File: src/rtl/toggle_period_monitor.sv
// toggle_period_monitor
//   Receive-side checker for the divided toggle output of a free-running
//   counter (level flips once every 2^WIDTH clocks). Flags every toggle edge
//   with a one-cycle pulse, measures the edge-to-edge interval, qualifies it
//   against the expected period and reports lock / sticky error status.
//
// Ports
//   clk_i          : clock, rising edge
//   rst_i          : synchronous active-high reset
//   en_i           : monitor enable; low forces IDLE
//   clear_i        : one-cycle request to drop lock/error and re-acquire
//   toggle_i       : toggle level from the source (same clock domain)
//   pulse_o        : one-cycle pulse per detected toggle edge
//   period_o       : last measured edge-to-edge interval, in clocks
//   period_valid_o : one-cycle strobe coincident with a period_o update
//   locked_o       : LOCK_CNT consecutive good periods seen, no fault since
//   error_o        : sticky fault flag, set only from LOCKED
//   err_count_o    : saturating fault counter (only with TOGGLE_ERR_CNT_EN)
//
// Build option: define TOGGLE_ERR_CNT_EN to add err_count_o and its counter.

module toggle_period_monitor #(
  parameter int unsigned WIDTH    = 8,
  parameter int unsigned CNT_W    = WIDTH + 2,
  parameter int unsigned TOL      = 1,
  parameter int unsigned LOCK_CNT = 4
) (
  input  logic             clk_i,
  input  logic             rst_i,
  input  logic             en_i,
  input  logic             clear_i,
  input  logic             toggle_i,
  output logic             pulse_o,
  output logic [CNT_W-1:0] period_o,
  output logic             period_valid_o,
  output logic             locked_o,
  output logic             error_o
`ifdef TOGGLE_ERR_CNT_EN
  ,
  output logic [7:0]       err_count_o
`endif
);

  localparam int unsigned MATCH_W = $clog2(LOCK_CNT + 1);

  // Acceptance window around the expected period 2^WIDTH
  localparam logic [CNT_W-1:0] PER_LO = CNT_W'(2**WIDTH - TOL);
  localparam logic [CNT_W-1:0] PER_HI = CNT_W'(2**WIDTH + TOL);

  localparam logic [2:0] S_IDLE   = 3'd0;
  localparam logic [2:0] S_SEEK   = 3'd1;
  localparam logic [2:0] S_ACQ    = 3'd2;
  localparam logic [2:0] S_LOCKED = 3'd3;
  localparam logic [2:0] S_ERROR  = 3'd4;

  logic [2:0]         state_q, state_d;
  logic [MATCH_W-1:0] match_q, match_d;
  logic               toggle_q, toggle_d;
  logic               pulse_q, pulse_d;
  logic [CNT_W-1:0]   cnt_q, cnt_d;
  logic [CNT_W-1:0]   period_q, period_d;
  logic               pv_q, pv_d;
  logic               locked_q, locked_d;
  logic               error_q, error_d;

  logic edge_c;
  logic good_c;
  logic timeout_c;

  // Edge / interval qualification
  assign edge_c    = toggle_i ^ toggle_q;
  assign good_c    = (cnt_q >= PER_LO) && (cnt_q <= PER_HI);
  assign timeout_c = !edge_c && (cnt_q > PER_HI);

  // Edge detector and saturating interval counter run regardless of state
  always_comb begin
    toggle_d = toggle_i;
    pulse_d  = edge_c;
    if (edge_c) begin
      cnt_d = CNT_W'(1);
    end else if (cnt_q == {CNT_W{1'b1}}) begin
      cnt_d = cnt_q;
    end else begin
      cnt_d = cnt_q + CNT_W'(1);
    end
  end

  // Next-state / measurement logic; priority en_i=0 > clear_i > edge/timeout
  always_comb begin
    state_d  = state_q;
    match_d  = match_q;
    period_d = period_q;
    pv_d     = 1'b0;

    if (!en_i) begin
      state_d = S_IDLE;
      match_d = '0;
    end else if (clear_i) begin
      // An edge coinciding with clear is dropped; the counter still restarts
      state_d = S_SEEK;
      match_d = '0;
    end else begin
      case (state_q)
        S_IDLE: begin
          state_d = S_SEEK;
        end
        S_SEEK: begin
          // First edge only opens the interval
          if (edge_c) begin
            state_d = S_ACQ;
            match_d = '0;
          end
        end
        S_ACQ: begin
          if (edge_c) begin
            period_d = cnt_q;
            pv_d     = 1'b1;
            if (good_c) begin
              if (match_q == MATCH_W'(LOCK_CNT - 1)) begin
                state_d = S_LOCKED;
                match_d = '0;
              end else begin
                match_d = match_q + MATCH_W'(1);
              end
            end else begin
              match_d = '0;
            end
          end else if (timeout_c) begin
            state_d = S_SEEK;
            match_d = '0;
          end
        end
        S_LOCKED: begin
          if (edge_c) begin
            period_d = cnt_q;
            pv_d     = 1'b1;
            if (!good_c) begin
              state_d = S_ERROR;
            end
          end else if (timeout_c) begin
            state_d = S_ERROR;
          end
        end
        S_ERROR: begin
          state_d = S_ERROR;
        end
        default: begin
          state_d = S_IDLE;
          match_d = '0;
        end
      endcase
    end

    locked_d = (state_d == S_LOCKED);
    error_d  = (state_d == S_ERROR);
  end

  always_ff @(posedge clk_i) begin
    if (rst_i) begin
      state_q  <= S_IDLE;
      match_q  <= '0;
      toggle_q <= 1'b0;
      pulse_q  <= 1'b0;
      cnt_q    <= '0;
      period_q <= '0;
      pv_q     <= 1'b0;
      locked_q <= 1'b0;
      error_q  <= 1'b0;
    end else begin
      state_q  <= state_d;
      match_q  <= match_d;
      toggle_q <= toggle_d;
      pulse_q  <= pulse_d;
      cnt_q    <= cnt_d;
      period_q <= period_d;
      pv_q     <= pv_d;
      locked_q <= locked_d;
      error_q  <= error_d;
    end
  end

  assign pulse_o        = pulse_q;
  assign period_o       = period_q;
  assign period_valid_o = pv_q;
  assign locked_o       = locked_q;
  assign error_o        = error_q;

`ifdef TOGGLE_ERR_CNT_EN
  logic       fault_c;
  logic [7:0] err_cnt_q, err_cnt_d;

  // Counts bad edges and timeouts while qualifying (ACQ) or locked
  always_comb begin
    fault_c   = ((state_q == S_ACQ) || (state_q == S_LOCKED)) &&
                ((edge_c && !good_c) || timeout_c);
    err_cnt_d = err_cnt_q;
    if (!en_i || clear_i) begin
      err_cnt_d = '0;
    end else if (fault_c && (err_cnt_q != 8'hFF)) begin
      err_cnt_d = err_cnt_q + 8'd1;
    end
  end

  always_ff @(posedge clk_i) begin
    if (rst_i) begin
      err_cnt_q <= '0;
    end else begin
      err_cnt_q <= err_cnt_d;
    end
  end

  assign err_count_o = err_cnt_q;
`endif

endmodule
File: config.mk
export PLATFORM = sky130hd
export DESIGN_NAME = toggle_period_monitor
export DESIGN_NICKNAME = d
export VERILOG_FILES = /design/src/rtl/toggle_period_monitor.sv
export SDC_FILE = /design/constraint.sdc
export NUM_CORES = 1
export LEC_CHECK = 0
export ABC_CLOCK_PERIOD_IN_PS = 3100
export CORE_UTILIZATION = 45
export CTS_CLUSTER_SIZE = 30
export DETAILED_ROUTE_END_ITERATION = 12
export GPL_ROUTABILITY_DRIVEN = 0
export GPL_TIMING_DRIVEN = 0
export PLACE_DENSITY = 0.71
export SLEW_MARGIN = 10
export SYNTH_ARGS = -nofsm -noshare
export SYNTH_HDL_FRONTEND = slang
export SYNTH_SLANG_ARGS = --single-unit
File: constraint.sdc
create_clock -name clk_i -period 3.1 [get_ports clk_i]
set_input_delay 0.93 -clock clk_i [delete_from_list [all_inputs] [get_ports clk_i]]
set_output_delay 0.93 -clock clk_i [all_outputs]
set_load 0.05 [all_outputs]
==> results.toml, run 1 <==
[clock_network]
insertion_delay_ns = 0.33
cts_resized = 0
clock_sink_count = 31
cts.clk_slew.worst_paths_ns = 0.09
root_buffer = "clkbuf_4"
clk_path_buf_depth = 2
hold_buffers = 0
cts_tree = "built"
cts_inserted_buffers = 5
cts_max_level = 2
post_cts_buffers = 0

[logic_synthesis]
synthesis.area_mm2 = 0.00146
synth_top_area_frac = 0.424
synth_compound_area_frac = 0.138
seq_area_frac_synth = 0.424
synth_edf_count = 0
synth_most_common_cell = "dfxtp_1"
netlist_instances = 157
ys.warnings.count = 0
synth_top_family_by_area = "simple AND/OR/NAND/NOR gates"
synth_top_area_cell = "dfxtp_1"
async_reset_ff_frac = 0
yosys-top-cells-count = "31 x dfxtp_1, 30 x nor2_1, 12 x mux2i_1, 8 x inv_1"
avgSynthCellArea_um2 = 9.32
synth_xor_xnor_area_share = 0.0359
synth-simple-area-share = 0.251
ys_ff_latch = 31
synthesis.nets = 166
synth_fa_ha_area_frac = 0.0342
synth_area_leaders = "dfxtp_1 42%, mux2i_1 8.2%, nor2_1 7.7%, ha_1 3.4%, xnor2_1 3.0%"
synth_ff_type = "dfxtp_1"
synth.mux.area_fraction = 0.0821
ys_types = 44

[drt]
num_vias = 1180
routed_via_density = 5.22
antenna_left = 0
drc_errors = 0
drtPass1Iterations = 4
drtIter0Drc = 70
drt_wl_total_um = 2920
detail_route.wl_per_cell_um = 12.9

[floorplan]
dieArea_mm2 = 0.00349
fp.dieH_um = 59.0
initial_core_util = 0.476
rows = 20
ios = 19
core_area_mm2 = 0.00308
die_width_um = 59.0

[sta]
fin_crit_sh = 0.819
fin_crit_ns = 2.54
hold_violations = 0
setup_viol = 0
worst_slew_pin_slew_ns = 0.581
hold_ws_ns = 0.497
max_freq_ghz = 0.394
fin_skew_ns = 0.00356
relSlewSlack = 0.610
fin_setup_tns_ns = 0
drv_slew = 0
setup_ws_ns = 0.560
rsz0062_at_grt = "no"

[global_route]
overflow = 0
antenna_found_initial = 0
grt_usage = 0.198
grt_start_max_net_pins = 11
grt_pass1_wl_um = 4930
grt_pass1_vias = 1087

[critical_path]
crit_chain = "clkdlybuf4s50_1 -> xor2_1 -> nand2_1 -> nor2_4 -> mux2i_1 -> nor2_1"
cp_data_required_time_ns = 3.31
endpoint_kind = "flop"
path_delay_family = "simple AND/OR/NAND/NOR gates"
crit_type = "in -> reg"
cp_max_fo = 10
cpMaxStageDelayCell = "clkdlybuf4s50_1"
cp-start-kind = "input port"
arrival_ns = 2.75
critical_path_buf_inv_count = 1
critPathMaxStageDelay_ns = 0.53

[power_and_ir_drop]
internal_power_uw = 558
cellPowerDensity_mw_per_mm2 = 416
p_seq_frac = 0.560
swShare = 0.236
combinationalPowerShare = 0.076
p_clk_frac = 0.364
switching_power_uw = 173
p_leak_uw = 0.000576
max-vdd-ir-drop_uv = 257

[finish]
fin_nets = 190
drive_gt1_frac = 0.115
diodes = 0
syn_to_final_growth_pct = 20.1

[outcome]
status = "completed"

[job]
cap_violations = 0

[placed_design]
pre_cts_ws_ns = 0.204
dpl.hpwl_um = 2220
port_buffers = 17

[hold_path]
min_path_type = "reg -> reg"
## power by group through the flow
stage	Sequential, uW	Combinational [uW]	Clock [uW]
floorplan	421	35.5	0
global placement	418	53.0	0
detailed placement	418	55.9	0
CTS	409	56.1	276
global route	410	61.6	289
finish	409	55.5	266
## metal layers
| metal | track usage | share of wire | vias up |
|---|---|---|---|
| met1 | 0.224 | 0.44 | 552 |
| li1 | - | - | 596 |
| met5 | 0 | 0 | - |
| met4 | 0.0986 | 0.025 | 0 |
| met2 | 0.330 | 0.49 | 25 |
| met3 | 0.0721 | 0.044 | 7 |
## cell families (layout without fill, tap and decap cells)
family,count (synthesis),after routing
fa+ha+maj,4,4
simple gates,69,69
mux,12,12
compound gates,22,22
xor+xnor,6,6
flops,31,31
buf+inv,13,38
## registers in the layout, summed over array words and instances, names as in the netlist
name / count
cnt_q: 10
error_o: 1
locked_o: 1
match_q: 3
period_o: 10
period_valid_o: 1
pulse_o: 1
state_q: 3
toggle_q: 1
## cells in the final DEF (no fill, tap or decap), types with 2 or more instances in the layout
cell	count
nand2b_1	3
nor3_1	7
nand3_1	4
a31oi_4	2
a31oi_1	2
nand4_1	2
clkdlybuf4s50_1	17
dfxtp_1	31
nor2b_1	2
or2_2	2
clkbuf_4	5
ha_1	4
inv_1	8
xnor2_1	5
o21ai_0	2
a211oi_1	2
a21oi_1	3
nand2_1	7
nor2_1	30
clkbuf_1	5
clkbuf_8	2
mux2i_1	12
## per-stage QoR
step,cells,instance area [um2],total power [uW],util
floorplan,157,1460,456,-
global placement,218,1690,471,0.549
detailed placement,218,1690,474,0.549
CTS,226,1760,741,0.571
global route,226,1760,760,0.571
finish,226,1760,731,0.571
## area by class of cell
| class | instances | area [um2] |
|---|---|---|
| Inverter | 8 | 30.0 |
| Multi-Input combinational cell | 113 | 793 |
| Timing Repair Buffer | 17 | 170 |
| Clock buffer | 8 | 68.8 |
| Tap cell | 44 | 55.1 |
| Buffer | 5 | 20.0 |
| Sequential cell | 31 | 621 |
| Fill cell | 282 | 1320 |
## worst paths after layout
path / cells after the start / from / slack, ns / to
max reg2reg: 7 / cnt_q[0] / 1.07 / match_q[2]
min reg2reg: 1 / match_q[2] / 0.50 / match_q[2]
max: 6 / toggle_i / 0.56 / period_o[4]
min: 1 / match_q[2] / 0.50 / match_q[2]
No activity file was read; power rests on OpenSTA's default activity.
==> run 2: changes to the inputs <==
--- a/config.mk
+++ b/config.mk
@@ -5,7 +5,7 @@
 export SDC_FILE = /design/constraint.sdc
 export NUM_CORES = 1
 export LEC_CHECK = 0
-export ABC_CLOCK_PERIOD_IN_PS = 3100
+export ABC_CLOCK_PERIOD_IN_PS = 2500
 export CORE_UTILIZATION = 45
 export CTS_CLUSTER_SIZE = 30
 export DETAILED_ROUTE_END_ITERATION = 12
==> constraint.sdc (replaced) <==
create_clock -name clk_i -period 2.5 [get_ports clk_i]
set_input_delay 0.75 -clock clk_i [delete_from_list [all_inputs] [get_ports clk_i]]
set_output_delay 0.75 -clock clk_i [all_outputs]
set_load 0.05 [all_outputs]
==> run 2 against run 1 <==
Compared with the run above:
- via count decreased by 1.0%
- die area is the same
- largest cell class unchanged
- register-to-register slack worse by 0.61 ns
- combinational power increased by 24%
- global-route usage stayed put
- sequential power grew 24%
- non-clock buffer count up 1
- routed wire length decreased by 0.10%
- cell count up 0.44%
- clock skew fell by 0.00056 ns
- first-iteration DRC count decreased by 5.7%
- sequential cell count stayed put
==> results.toml, run 2 (synthesis results as in run 1) <==
[global_route]
met1_usage = 0.224
grt_usage = 0.198
met2_usage = 0.330
grt_pass1_vias = 1087
met3_usage = 0.0721
grt_pass1_wl_um = 4930
grt_busiest_layer = "met2"
overflow = 0
grt_start_max_net_pins = 11
antenna_found_initial = 0

[critical_path]
critPathLaunch = "toggle_i"
arrival_ns = 2.49
cp-start-kind = "input port"
cp_data_required_time_ns = 2.71
endpoint_kind = "flop"
crit_type = "in -> reg"
r2r_start = "cnt_q[0]"
cp_max_fo = 10

[power_and_ir_drop]
cellPowerDensity_mw_per_mm2 = 509
total_power_uw = 905
combinationalPowerShare = 0.076
swShare = 0.235
internal_power_uw = 692
p_leak_uw = 0.000584
switching_power_uw = 213
p_seq_frac = 0.560
p_clk_frac = 0.364
max-vdd-ir-drop_uv = 319

[hold_path]
min_path_type = "reg -> reg"
worstHoldStart = "match_q[2]"

[finish]
fillers = 280
fin_cells = 227
mostFrequentLayoutCell = "dfxtp_1"
fin_nets = 191
fin_area_mm2 = 0.00178
drive_gt1_frac = 0.120
final_cell_mix = "31 x dfxtp_1, 30 x nor2_1, 17 x clkdlybuf4s50_1, 12 x mux2i_1, 8 x inv_1"
syn_to_final_growth_pct = 21.5
diodes = 0

[sta]
worst_slew_pin_slew_ns = 0.577
rsz0062_at_grt = "no"
fin_skew_ns = 0.00299
drv_slew = 0
hold_violations = 0
fin_crit_sh = 0.912
setup_viol = 0
relSlewSlack = 0.613
setup_ws_ns = 0.221
fin_crit_ns = 2.28
max_freq_ghz = 0.439

[clock_network]
cts_tree = "built"
cts_inserted_buffers = 5
insertion_delay_ns = 0.33
cts.clk_slew.worst_paths_ns = 0.09
clock_sink_count = 31
root_buffer = "clkbuf_4"
clk_path_buf_depth = 2
cts_max_level = 2
cts_resized = 0

[floorplan]
core_area_mm2 = 0.00308
initial_core_util = 0.476
die_width_um = 59.0
rows = 20
ios = 19
dieArea_mm2 = 0.00349
fp.dieH_um = 59.0

[drt]
drc_errors = 0
detail_route.wl_per_cell_um = 12.8
drt_wl_total_um = 2920
antenna_left = 0
drtIter0Drc = 66
num_vias = 1168
drtPass1Iterations = 4
routed_via_density = 5.15

[outcome]
status = "completed"

[placed_design]
pre_cts_ws_ns = -0.216
dpl.hpwl_um = 2220
placed_area_mm2 = 0.00169
port_buffers = 17
dp_cells = 218

[job]
cap_violations = 0
## run 2: worst paths after layout
check | end | cells past startpoint | slack [ns]
setup / recovery | period_o[4] | 7 | 0.22
hold / removal | match_q[2] | 1 | 0.50
setup reg to reg | match_q[2] | 7 | 0.46
hold reg to reg | match_q[2] | 1 | 0.50
## run 2: stage by stage
step | hold WS (ns) | util | TNS [ns]
after floorplan | 0.443 | - | 0
after global placement | 0.460 | 0.549 | -1.44
after detailed placement | 0.476 | 0.549 | -1.90
after CTS | 0.492 | 0.571 | 0
after global routing | 0.515 | 0.578 | 0
final | 0.497 | 0.578 | 0
## run 2: worst max-delay path, stage by stage
cell,delay [ns]
clkdlybuf4s50_1,0.53
xor2_1,0.39
nand2_1,0.22
nor2_4,0.17
buf_12,0.15
mux2i_1,0.21
nor2_1,0.06
## run 2: metal layers
layer  part of all wire  vias up
li1                   -      600
met1               0.45      539
met2               0.49       21
met3              0.037        8
met4              0.025        0
met5                  0        -
## run 2: cell type report
class                           count  area, um2  area share
Inverter                            8       30.0      0.0169
Clock buffer                        8       68.8      0.0387
Timing Repair Buffer               18        190       0.107
Multi-Input combinational cell    113        793       0.446
Sequential cell                    31        621       0.349
Buffer                              5       20.0      0.0113
Tap cell                           44       55.1      0.0310
## run 2: what timing repair did
action | CTS | global route
endpoints found under the setup margin | 0 | 1
hold buffers | 0 | 0
buffers inserted | 0 | 1
## run 2: power by group through the flow
stage          logic [uW]  clock network, uW  registers (uW)
3_3_place_gp         65.7                  0             518
3_5_place_dp         69.3                  0             519
2_1_floorplan        44.1                  0             522
5_1_grt              76.6                358             508
6_report             69.0                329             507
4_1_cts              69.6                342             507
==> run 3: changes to the inputs <==
--- a/config.mk
+++ b/config.mk
@@ -12,6 +12,7 @@
 export GPL_ROUTABILITY_DRIVEN = 0
 export GPL_TIMING_DRIVEN = 0
 export PLACE_DENSITY = 0.71
+export SKIP_LAST_GASP = 1
 export SLEW_MARGIN = 10
 export SYNTH_ARGS = -nofsm -noshare
 export SYNTH_HDL_FRONTEND = slang
==> results of run 3 <==
No change in the layout: final DEF, timing and power equal those of run 2.
